===== src/rtl/hls_phi_add_unit_if.sv =====
// hls_phi_add_unit_if
//   Groups the datapath signals of hls_phi_add_unit: adder operands/result,
//   branch event and recorded block, phi pairs and selection result.
//   master : the generated controller / pipeline side (drives operands,
//            branch events and phi pairs; observes results).
//   slave  : the hls_phi_add_unit itself.
interface hls_phi_add_unit_if #(
  parameter int WIDTH     = 32,
  parameter int PHI_WIDTH = 8,
  parameter int NB_PAIR   = 2,
  parameter int BB_WIDTH  = 32
);
  logic [WIDTH-1:0]              add_in0;
  logic [WIDTH-1:0]              add_in1;
  logic [WIDTH-1:0]              add_out;
  logic                          add_cout;
  logic                          br_valid;
  logic [BB_WIDTH-1:0]           br_src_bb;
  logic [BB_WIDTH-1:0]           last_block;
  logic [NB_PAIR*PHI_WIDTH-1:0]  phi_in;
  logic [NB_PAIR*BB_WIDTH-1:0]   phi_s;
  logic [PHI_WIDTH-1:0]          phi_out;
  logic                          phi_hit;

  modport master (
    output add_in0, add_in1, br_valid, br_src_bb, phi_in, phi_s,
    input  add_out, add_cout, last_block, phi_out, phi_hit
  );

  modport slave (
    input  add_in0, add_in1, br_valid, br_src_bb, phi_in, phi_s,
    output add_out, add_cout, last_block, phi_out, phi_hit
  );
endinterface


===== src/rtl/hls_phi_add_unit.sv =====
// hls_phi_add_unit
//   HLS datapath primitive bundle for generated kernels:
//   - adder : combinational WIDTH-bit add with carry out
//   - br    : records the id of the basic block most recently branched from
//   - phi   : selects the incoming value whose block id matches that record
// Ports
//   clk  : clock, rising edge
//   rst  : asynchronous, active-low reset (clears last_block)
//   bus  : hls_phi_add_unit_if.slave
//          add_in0/add_in1 -> add_out/add_cout
//          br_valid/br_src_bb -> last_block (one-cycle latency)
//          phi_in/phi_s + last_block -> phi_out/phi_hit
module hls_phi_add_unit #(
  parameter int WIDTH     = 32,
  parameter int PHI_WIDTH = 8,
  parameter int NB_PAIR   = 2,
  parameter int BB_WIDTH  = 32
) (
  input logic               clk,
  input logic               rst,
  hls_phi_add_unit_if.slave bus
);

  // Adder: one extra bit captures the unsigned carry.
  logic [WIDTH:0] sum_full;

  assign sum_full     = {1'b0, bus.add_in0} + {1'b0, bus.add_in1};
  assign bus.add_out  = sum_full[WIDTH-1:0];
  assign bus.add_cout = sum_full[WIDTH];

  // Branch tracker: the only state in the block.
  logic [BB_WIDTH-1:0] last_block_q;

  always_ff @(posedge clk or negedge rst) begin
    if (!rst) begin
      last_block_q <= '0;
    end else if (bus.br_valid) begin
      last_block_q <= bus.br_src_bb;
    end
  end

  assign bus.last_block = last_block_q;

  // Phi selector: scan from the highest pair down so that the lowest
  // matching index is the last one written and therefore wins.
  logic [PHI_WIDTH-1:0] phi_out_c;
  logic                 phi_hit_c;

  always_comb begin
    phi_out_c = '0;
    phi_hit_c = 1'b0;
    for (int i = NB_PAIR - 1; i >= 0; i--) begin
      if (bus.phi_s[i*BB_WIDTH +: BB_WIDTH] == last_block_q) begin
        phi_out_c = bus.phi_in[i*PHI_WIDTH +: PHI_WIDTH];
        phi_hit_c = 1'b1;
      end
    end
  end

  assign bus.phi_out = phi_out_c;
  assign bus.phi_hit = phi_hit_c;

endmodule


===== src/flat_wrapper.sv =====
// flat-port wrapper written by rule: the top's interface ports become plain ports
module hls_phi_add_unit_flat 
#(
  parameter int WIDTH     = 32,
  parameter int PHI_WIDTH = 8,
  parameter int NB_PAIR   = 2,
  parameter int BB_WIDTH  = 32
)
  (clk, rst, bus_add_in0, bus_add_in1, bus_br_valid, bus_br_src_bb, bus_phi_in, bus_phi_s, bus_add_out, bus_add_cout, bus_last_block, bus_phi_out, bus_phi_hit);
  hls_phi_add_unit_if #(.WIDTH(WIDTH), .PHI_WIDTH(PHI_WIDTH), .NB_PAIR(NB_PAIR), .BB_WIDTH(BB_WIDTH)) bus_i ();
  input logic clk;
  input logic rst;
  input wire logic [$bits(bus_i.add_in0)-1:0] bus_add_in0;
  input wire logic [$bits(bus_i.add_in1)-1:0] bus_add_in1;
  input wire logic [$bits(bus_i.br_valid)-1:0] bus_br_valid;
  input wire logic [$bits(bus_i.br_src_bb)-1:0] bus_br_src_bb;
  input wire logic [$bits(bus_i.phi_in)-1:0] bus_phi_in;
  input wire logic [$bits(bus_i.phi_s)-1:0] bus_phi_s;
  output wire logic [$bits(bus_i.add_out)-1:0] bus_add_out;
  output wire logic [$bits(bus_i.add_cout)-1:0] bus_add_cout;
  output wire logic [$bits(bus_i.last_block)-1:0] bus_last_block;
  output wire logic [$bits(bus_i.phi_out)-1:0] bus_phi_out;
  output wire logic [$bits(bus_i.phi_hit)-1:0] bus_phi_hit;
  assign bus_i.add_in0 = bus_add_in0;
  assign bus_i.add_in1 = bus_add_in1;
  assign bus_i.br_valid = bus_br_valid;
  assign bus_i.br_src_bb = bus_br_src_bb;
  assign bus_i.phi_in = bus_phi_in;
  assign bus_i.phi_s = bus_phi_s;
  assign bus_add_out = bus_i.add_out;
  assign bus_add_cout = bus_i.add_cout;
  assign bus_last_block = bus_i.last_block;
  assign bus_phi_out = bus_i.phi_out;
  assign bus_phi_hit = bus_i.phi_hit;
  hls_phi_add_unit #(.WIDTH(WIDTH), .PHI_WIDTH(PHI_WIDTH), .NB_PAIR(NB_PAIR), .BB_WIDTH(BB_WIDTH)) u_core (.clk(clk), .rst(rst), .bus(bus_i));
endmodule

===== config.mk =====
export PLATFORM = sky130hd
export DESIGN_NAME = hls_phi_add_unit_flat
export DESIGN_NICKNAME = d
export VERILOG_FILES = /design/src/rtl/hls_phi_add_unit_if.sv /design/src/rtl/hls_phi_add_unit.sv /design/src/flat_wrapper.sv
export SDC_FILE = /design/constraint.sdc
export NUM_CORES = 1
export LEC_CHECK = 0
export CAP_MARGIN = 20
export CORE_MARGIN = 2
export CORE_UTILIZATION = 36
export DETAILED_ROUTE_END_ITERATION = 7
export GPL_ROUTABILITY_DRIVEN = 0
export GPL_TIMING_DRIVEN = 1
export PLACE_DENSITY = 0.85
export SLEW_MARGIN = 5
export SYNTH_ARGS = -nofsm -noshare
export SYNTH_HDL_FRONTEND = slang
export SYNTH_SLANG_ARGS = --single-unit

===== constraint.sdc =====
create_clock -name clk -period 4.54 [get_ports clk]
set_clock_uncertainty 0.1 [all_clocks]
set_input_delay 0.908 -clock clk [delete_from_list [all_inputs] [get_ports clk]]
set_output_delay 0.908 -clock clk [all_outputs]
set_load 0.03 [all_outputs]

==> out/qor.yml, run 1 <==
outcome: "finished clean"
critPathMostFrequentCell: "buf_4"
cp_slowest_stage_delay_ps: 410
fin_nets: 889
core_area_mm2: 0.009774
placed_area_mm2: 0.006454
cts_buffers: 5
rows: 36
preCtsSetupSlack_ps: -309.3
die_y_um: 104.5
reg2reg_slack_ps: 3590
ant_nets: 0
clk_path_buf_depth: 2
setup_viol: 0
drv_slew: 0
fin_area_mm2: 0.006633
route.detailed.drc: 0
final_cells: 808
max_freq_mhz: 226.0
power_density_mw_per_mm2: 228.6
synth_cell_types: 47
overflow: 0
placed_cells: 800
cts-root-buf: "clkbuf_8"
io_buffers: 252
cts_tree: "yes"
ios: 253
crit_family: "compound AO/OA/AOI/OAI gates"
grt_pass1_vias: 4279
period_needed_ps: 4425
syn_to_final_growth_pct: 82.35
p_leak_nw: 2.711
worst_slew_pin_slew_ps: 478.4
crit_slowest_cell: "clkdlybuf4s50_1"
crit_type: "in -> out"
grt_pass1_wl_um: 21620
routedWlPerCell_um: 17.44
netlist_instances: 407
antenna_found_initial: 0
synthFlopType: "dfrtp_1"
htreeDepth: 2
hold_viol: 0
arrival_ps: 3420
cap_viol_max_count: 0
ys_async_sr_fraction: 1.000
endpoint_kind: "output port"
worst-path-buf-inv: 3
synth_edf_count: 0
avgSynthCellArea_um2: 8.937
clock_latency_ps: 280
hpwl_um: 11690
die_area_mm2: 0.01092
start_util: 0.3721
drt_iter0_drc: 181
ys_seq_area_frac: 0.2202
cts.sinks: 32
crit_required_ps: 3530
diodes: 0
chipWidth_um: 104.5
largest_reg_flops: 32
drive_gt1_frac: 0.1674
ys_ff_latch: 32
crit_fanout: 5
critPathLaunchType: "primary input"
clkSlewWorstSetupHoldPaths_ps: 60
synth_warnings: 0
finalSetupTns_ps: 0
ir_worst_vdd_mv: 0.2176
setup_slack_ps: 115.4
crit_chain: "clkdlybuf4s50_1 -> ha_1 -> and3_1 -> a21oi_4 -> o22ai_4 -> a41oi_2 -> buf_4 -> o21ai_4 -> a21oi_1 -> xnor2_1 -> buf_4"
grt_use_total: 0.2460
synth_area_mm2: 0.003637
p_total_mw: 1.516
slew_headroom: 0.6728
via_count: 4222
postLayoutCoreUtil: 0.6786
hold_ws_ps: 506.0
grt_max_degree: 33
syn_nets: 619
via_per_inst: 5.225
firstDrtPassIters: 4
final.period_utilization: 0.9746
drt-total-wl_um: 14090
min_path_type: "reg -> reg"
## report_power, final
group	internal (mW)	switching, mW	leakage [nW]
Clock	0.0988	0.102	0.0359
Sequential	0.314	0.0422	0.374
Combinational	0.478	0.481	2.30
## cell families after synthesis
| kind of cell | share of synthesized area |
|---|---|
| AND/OR/NAND/NOR | 0.1369 |
| XOR/XNOR | 0.2239 |
| adder cells (fa/ha/maj) | 0.1156 |
| multiplexers | 0.1018 |
| AO/OA/AOI/OAI | 0.1720 |
| flip-flops | 0.2202 |
| buffers and inverters | 0.02958 |
## synthesized netlist by cell type, drive strengths merged, types with 4 or more instances
master  number  share of area
inv         14          0.014
and3         5         0.0089
buf          5         0.0076
xnor2       51           0.12
o21ai       23          0.033
o211ai       4         0.0083
xor2        42           0.10
a211oi       4          0.011
ha          32           0.11
nand2       22          0.023
nor4        11          0.019
nand3       18          0.025
nand2b       4         0.0069
dfrtp       32           0.22
nor2        15          0.015
a21o        10          0.021
clkbuf       7         0.0076
a21oi       35          0.054
nand4       14          0.024
mux2        32          0.099
## cells in the final DEF (no fill, tap or decap), types with 3 or more instances in the layout
master           netlist  layout
a21o_1                10      10
a21oi_1               29      26
a21oi_2                6       8
and3_1                 4       4
buf_12                 0       8
buf_4                  0      42
clkbuf_8               0       5
clkdlybuf4s50_1        0     222
dfrtp_1               32      32
ha_1                  32      28
ha_4                   0       3
inv_1                 14      14
mux2_2                32      32
nand2_1               22      22
nand2b_1               4       4
nand3_1               18      18
nand3b_1               3       3
nand4_1               14      14
nor2_1                15      14
nor4_1                11      11
o211ai_1               4       4
o21ai_0               22      21
o21bai_1               3       3
xnor2_1               51      51
xor2_1                42      42
## final timing paths
check / startpoint / depth (start not counted) / endpoint
min in group asynchronous: rst / 2 / u_core.bus.last_block[21]
max reg2reg: u_core.bus.last_block[29] / 1 / u_core.bus.last_block[29]
min reg2reg: u_core.bus.last_block[28] / 1 / u_core.bus.last_block[28]
min: u_core.bus.last_block[28] / 1 / u_core.bus.last_block[28]
max: bus_add_in1[3] / 11 / bus_add_out[21]
max in group asynchronous: rst / 2 / u_core.bus.last_block[17]
## repair_timing
| item | CTS | global route |
|---|---|---|
| pin swaps | 3 | 9 |
| setup endpoints to repair | 8 | 16 |
| resized for setup | 3 | 14 |
| hold endpoints to repair | 0 | 0 |
| hold buffers | 0 | 0 |
| buffers inserted | 2 | 1 |
## layer usage
layer  GRT usage  vias up  wire (um)
li1            -     2005          -
met1      0.2584     1937       5184
met2      0.4673      255       7220
met3     0.06391       25       1265
met4     0.08784        0        422
met5           0        -          0
## cell type report
class / count / area, um^2
Timing Repair Buffer: 275 / 2731
Clock buffer: 5 / 68.82
Multi-Input combinational cell: 349 / 2813
Fill cell: 742 / 3142
Inverter: 14 / 52.55
Sequential cell: 32 / 800.8
Tap cell: 133 / 166.4
Power figures use the tool's default switching activity.
==> run 2: changes to the inputs <==
--- a/config.mk
+++ b/config.mk
@@ -11,7 +11,7 @@
 export DETAILED_ROUTE_END_ITERATION = 7
 export GPL_ROUTABILITY_DRIVEN = 0
 export GPL_TIMING_DRIVEN = 1
-export PLACE_DENSITY = 0.85
+export PLACE_DENSITY_LB_ADDON = 0.2
 export SLEW_MARGIN = 5
 export SYNTH_ARGS = -nofsm -noshare
 export SYNTH_HDL_FRONTEND = slang
==> out/qor.yml, run 2 (same netlist as run 1, synthesis figures left out) <==
outcome: "finished clean"  # unchanged
ant_nets: 0  # unchanged
route.detailed.drc: 0  # unchanged
final_cells: 834  # was 808
grtUsageMet1: 0.2657  # was 0.2584
cts_tree: "yes"  # unchanged
ir_worst_vdd_mv: 0.1921  # was 0.2176 mV
final_common_cell: "clkdlybuf4s50_1"  # unchanged
grt_use_total: 0.2412  # was 0.2460
drt_iter0_drc: 148  # was 181
postLayoutCoreUtil: 0.6845  # was 0.6786
crit_slowest_cell: "clkdlybuf4s50_1"  # unchanged
period_needed_ps: 4482  # was 4425 ps
largest_reg_flops: 32  # unchanged
crit_family: "buffers and inverters"  # was compound AO/OA/AOI/OAI gates
critPathMostFrequentCell: "buf_4"  # unchanged
use_met3: 0.06140  # was 0.06391
crit_fanout: 5  # unchanged
clock_latency_ps: 280  # about the same
clk_path_buf_depth: 2  # unchanged
fin_nets: 915  # was 889
rows: 36  # unchanged
firstDrtPassIters: 4  # unchanged
hpwl_um: 11310  # was 11690 um
n_fill_cell: 788  # was 742
routedWlPerCell_um: 16.38  # was 17.44 um
grt_pass1_wl_um: 21470  # was 21620 um
placed_cells: 822  # was 800
worst-path-buf-inv: 4  # was 3
final_cell_mix: "222 x clkdlybuf4s50_1, 73 x buf_4, 51 x xnor2_1, 42 x xor2_1"  # was 222 x clkdlybuf4s50_1, 51 x xnor2_1, 42 x xor2_1, 42 x buf_4
cts.sinks: 32  # unchanged
core_area_mm2: 0.009774  # unchanged
arrival_ps: 3470  # was 3420 ps
diodes: 0  # unchanged
endpoint_kind: "output port"  # unchanged
critPathLaunchType: "primary input"  # unchanged
setup_slack_ps: 57.91  # was 115.4 ps
io_buffers: 252  # unchanged
slew_headroom: 0.4755  # was 0.6728
use_met2: 0.4505  # was 0.4673
syn_to_final_growth_pct: 83.94  # was 82.35%
overflow: 0  # unchanged
worst_slew_pin_slew_ps: 784.3  # was 478.4 ps
drv_slew: 0  # unchanged
clkSlewWorstSetupHoldPaths_ps: 70  # was 60 ps
p_leak_nw: 2.812  # was 2.711 nW
power_density_mw_per_mm2: 229.9  # was 228.6 mW/mm^2
finalSetupTns_ps: 0  # unchanged
rsz0062_at_grt: "yes"
hold_viol: 0  # unchanged
cts_buffers: 5  # unchanged
drive_gt1_frac: 0.1926  # was 0.1674
antenna_found_initial: 0  # unchanged
crit_required_ps: 3530  # about the same
via_per_inst: 5.060  # was 5.225
die_area_mm2: 0.01092  # unchanged
cp_slowest_stage_delay_ps: 430  # was 410 ps
ctsHoldBuffers: 0  # unchanged
start_util: 0.3721  # unchanged
crit_type: "in -> out"  # unchanged
via_count: 4220  # was 4222
final.period_utilization: 0.9872  # was 0.9746
cap_viol_max_count: 0  # unchanged
die_y_um: 104.5  # unchanged
htreeDepth: 2  # unchanged
cts-root-buf: "clkbuf_8"  # unchanged
chipWidth_um: 104.5  # unchanged
grt-busiest-layer: "met2"  # unchanged
min_path_type: "reg -> reg"  # unchanged
grt_pass1_vias: 4383  # was 4279
ios: 253  # unchanged
drt-total-wl_um: 13660  # was 14090 um
max_freq_mhz: 223.1  # was 226.0 MHz
crit_chain: "clkdlybuf4s50_1 -> ha_1 -> buf_4 -> nand3_1 -> nor2_1 -> nand2_1 -> o211ai_1 -> a41oi_4 -> buf_4 -> o31ai_1 -> a21oi_1 -> xnor2_1 -> buf_12"  # was clkdlybuf4s50_1 -> ha_1 -> and3_1 -> a21oi_4 -> o22ai_4 -> a41oi_2 -> buf_4 -> o21ai_4 -> a21oi_1 -> xnor2_1 -> buf_4
hold_ws_ps: 503.1  # was 506.0 ps
setup_viol: 0  # unchanged
grt_max_degree: 33  # unchanged
preCtsSetupSlack_ps: -284.1  # was -309.3 ps
[run 2: changes by cell type in the layout (fill, tap and decap cells not counted), sizes merged]
cell         before  now
buf              50   74
clkbuf            5    6
dlygate4sd2       1    2
[run 2: metrics by stage]
stage | area, um^2 | power (mW)
after global routing | 6690 | 1.621
after CTS | 6633 | 1.534
after detailed placement | 6536 | 1.324
final | 6690 | 1.538
after global placement | 6536 | 1.312
after floorplan | 3637 | 0.8595
[run 2: routing by layer]
| layer | vias up | wire length [um] |
|---|---|---|
| met5 | - | 0 |
| met3 | 20 | 1115 |
| li1 | 2065 | - |
| met2 | 207 | 6909 |
| met1 | 1928 | 5291 |
| met4 | 0 | 345 |
[run 2: what timing repair did]
| action | in CTS | in global routing |
|---|---|---|
| buffers inserted | 3 | 4 |
| pin swaps | 5 | 11 |
| endpoints found under the hold margin | 0 | 0 |
| gates resized for setup | 6 | 10 |
| setup endpoints to repair | 5 | 10 |
[run 2: final timing paths]
path                                      startpoint                         to  slack [ps]  cells past startpoint
setup / recovery                     bus_add_in0[12]            bus_add_out[27]          60                     13
hold / removal             u_core.bus.last_block[23]  u_core.bus.last_block[23]         500                      1
setup reg to reg           u_core.bus.last_block[20]  u_core.bus.last_block[20]        3560                      1
hold reg to reg            u_core.bus.last_block[23]  u_core.bus.last_block[23]         500                      1
max in group asynchronous                        rst   u_core.bus.last_block[2]        3100                      2
min in group asynchronous                        rst  u_core.bus.last_block[24]         930                      2
[run 2: layout make-up]
| type | instances | area (um^2) | share of cell area |
|---|---|---|---|
| inverters | 14 | 52.55 | 0.007855 |
| clock buffers | 5 | 68.82 | 0.01029 |
| repair buffers | 301 | 2838 | 0.4242 |
| well taps | 133 | 166.4 | 0.02487 |
| multi-input cells | 349 | 2764 | 0.4131 |
| flip-flops and latches | 32 | 800.8 | 0.1197 |
[run 2: report_power, final]
part | internal (mW) | total [mW] | switching (mW)
logic | 0.502 | 0.979 | 0.477
clock network | 0.0988 | 0.202 | 0.103
registers | 0.314 | 0.358 | 0.0438
total | 0.914 | 1.54 | 0.624
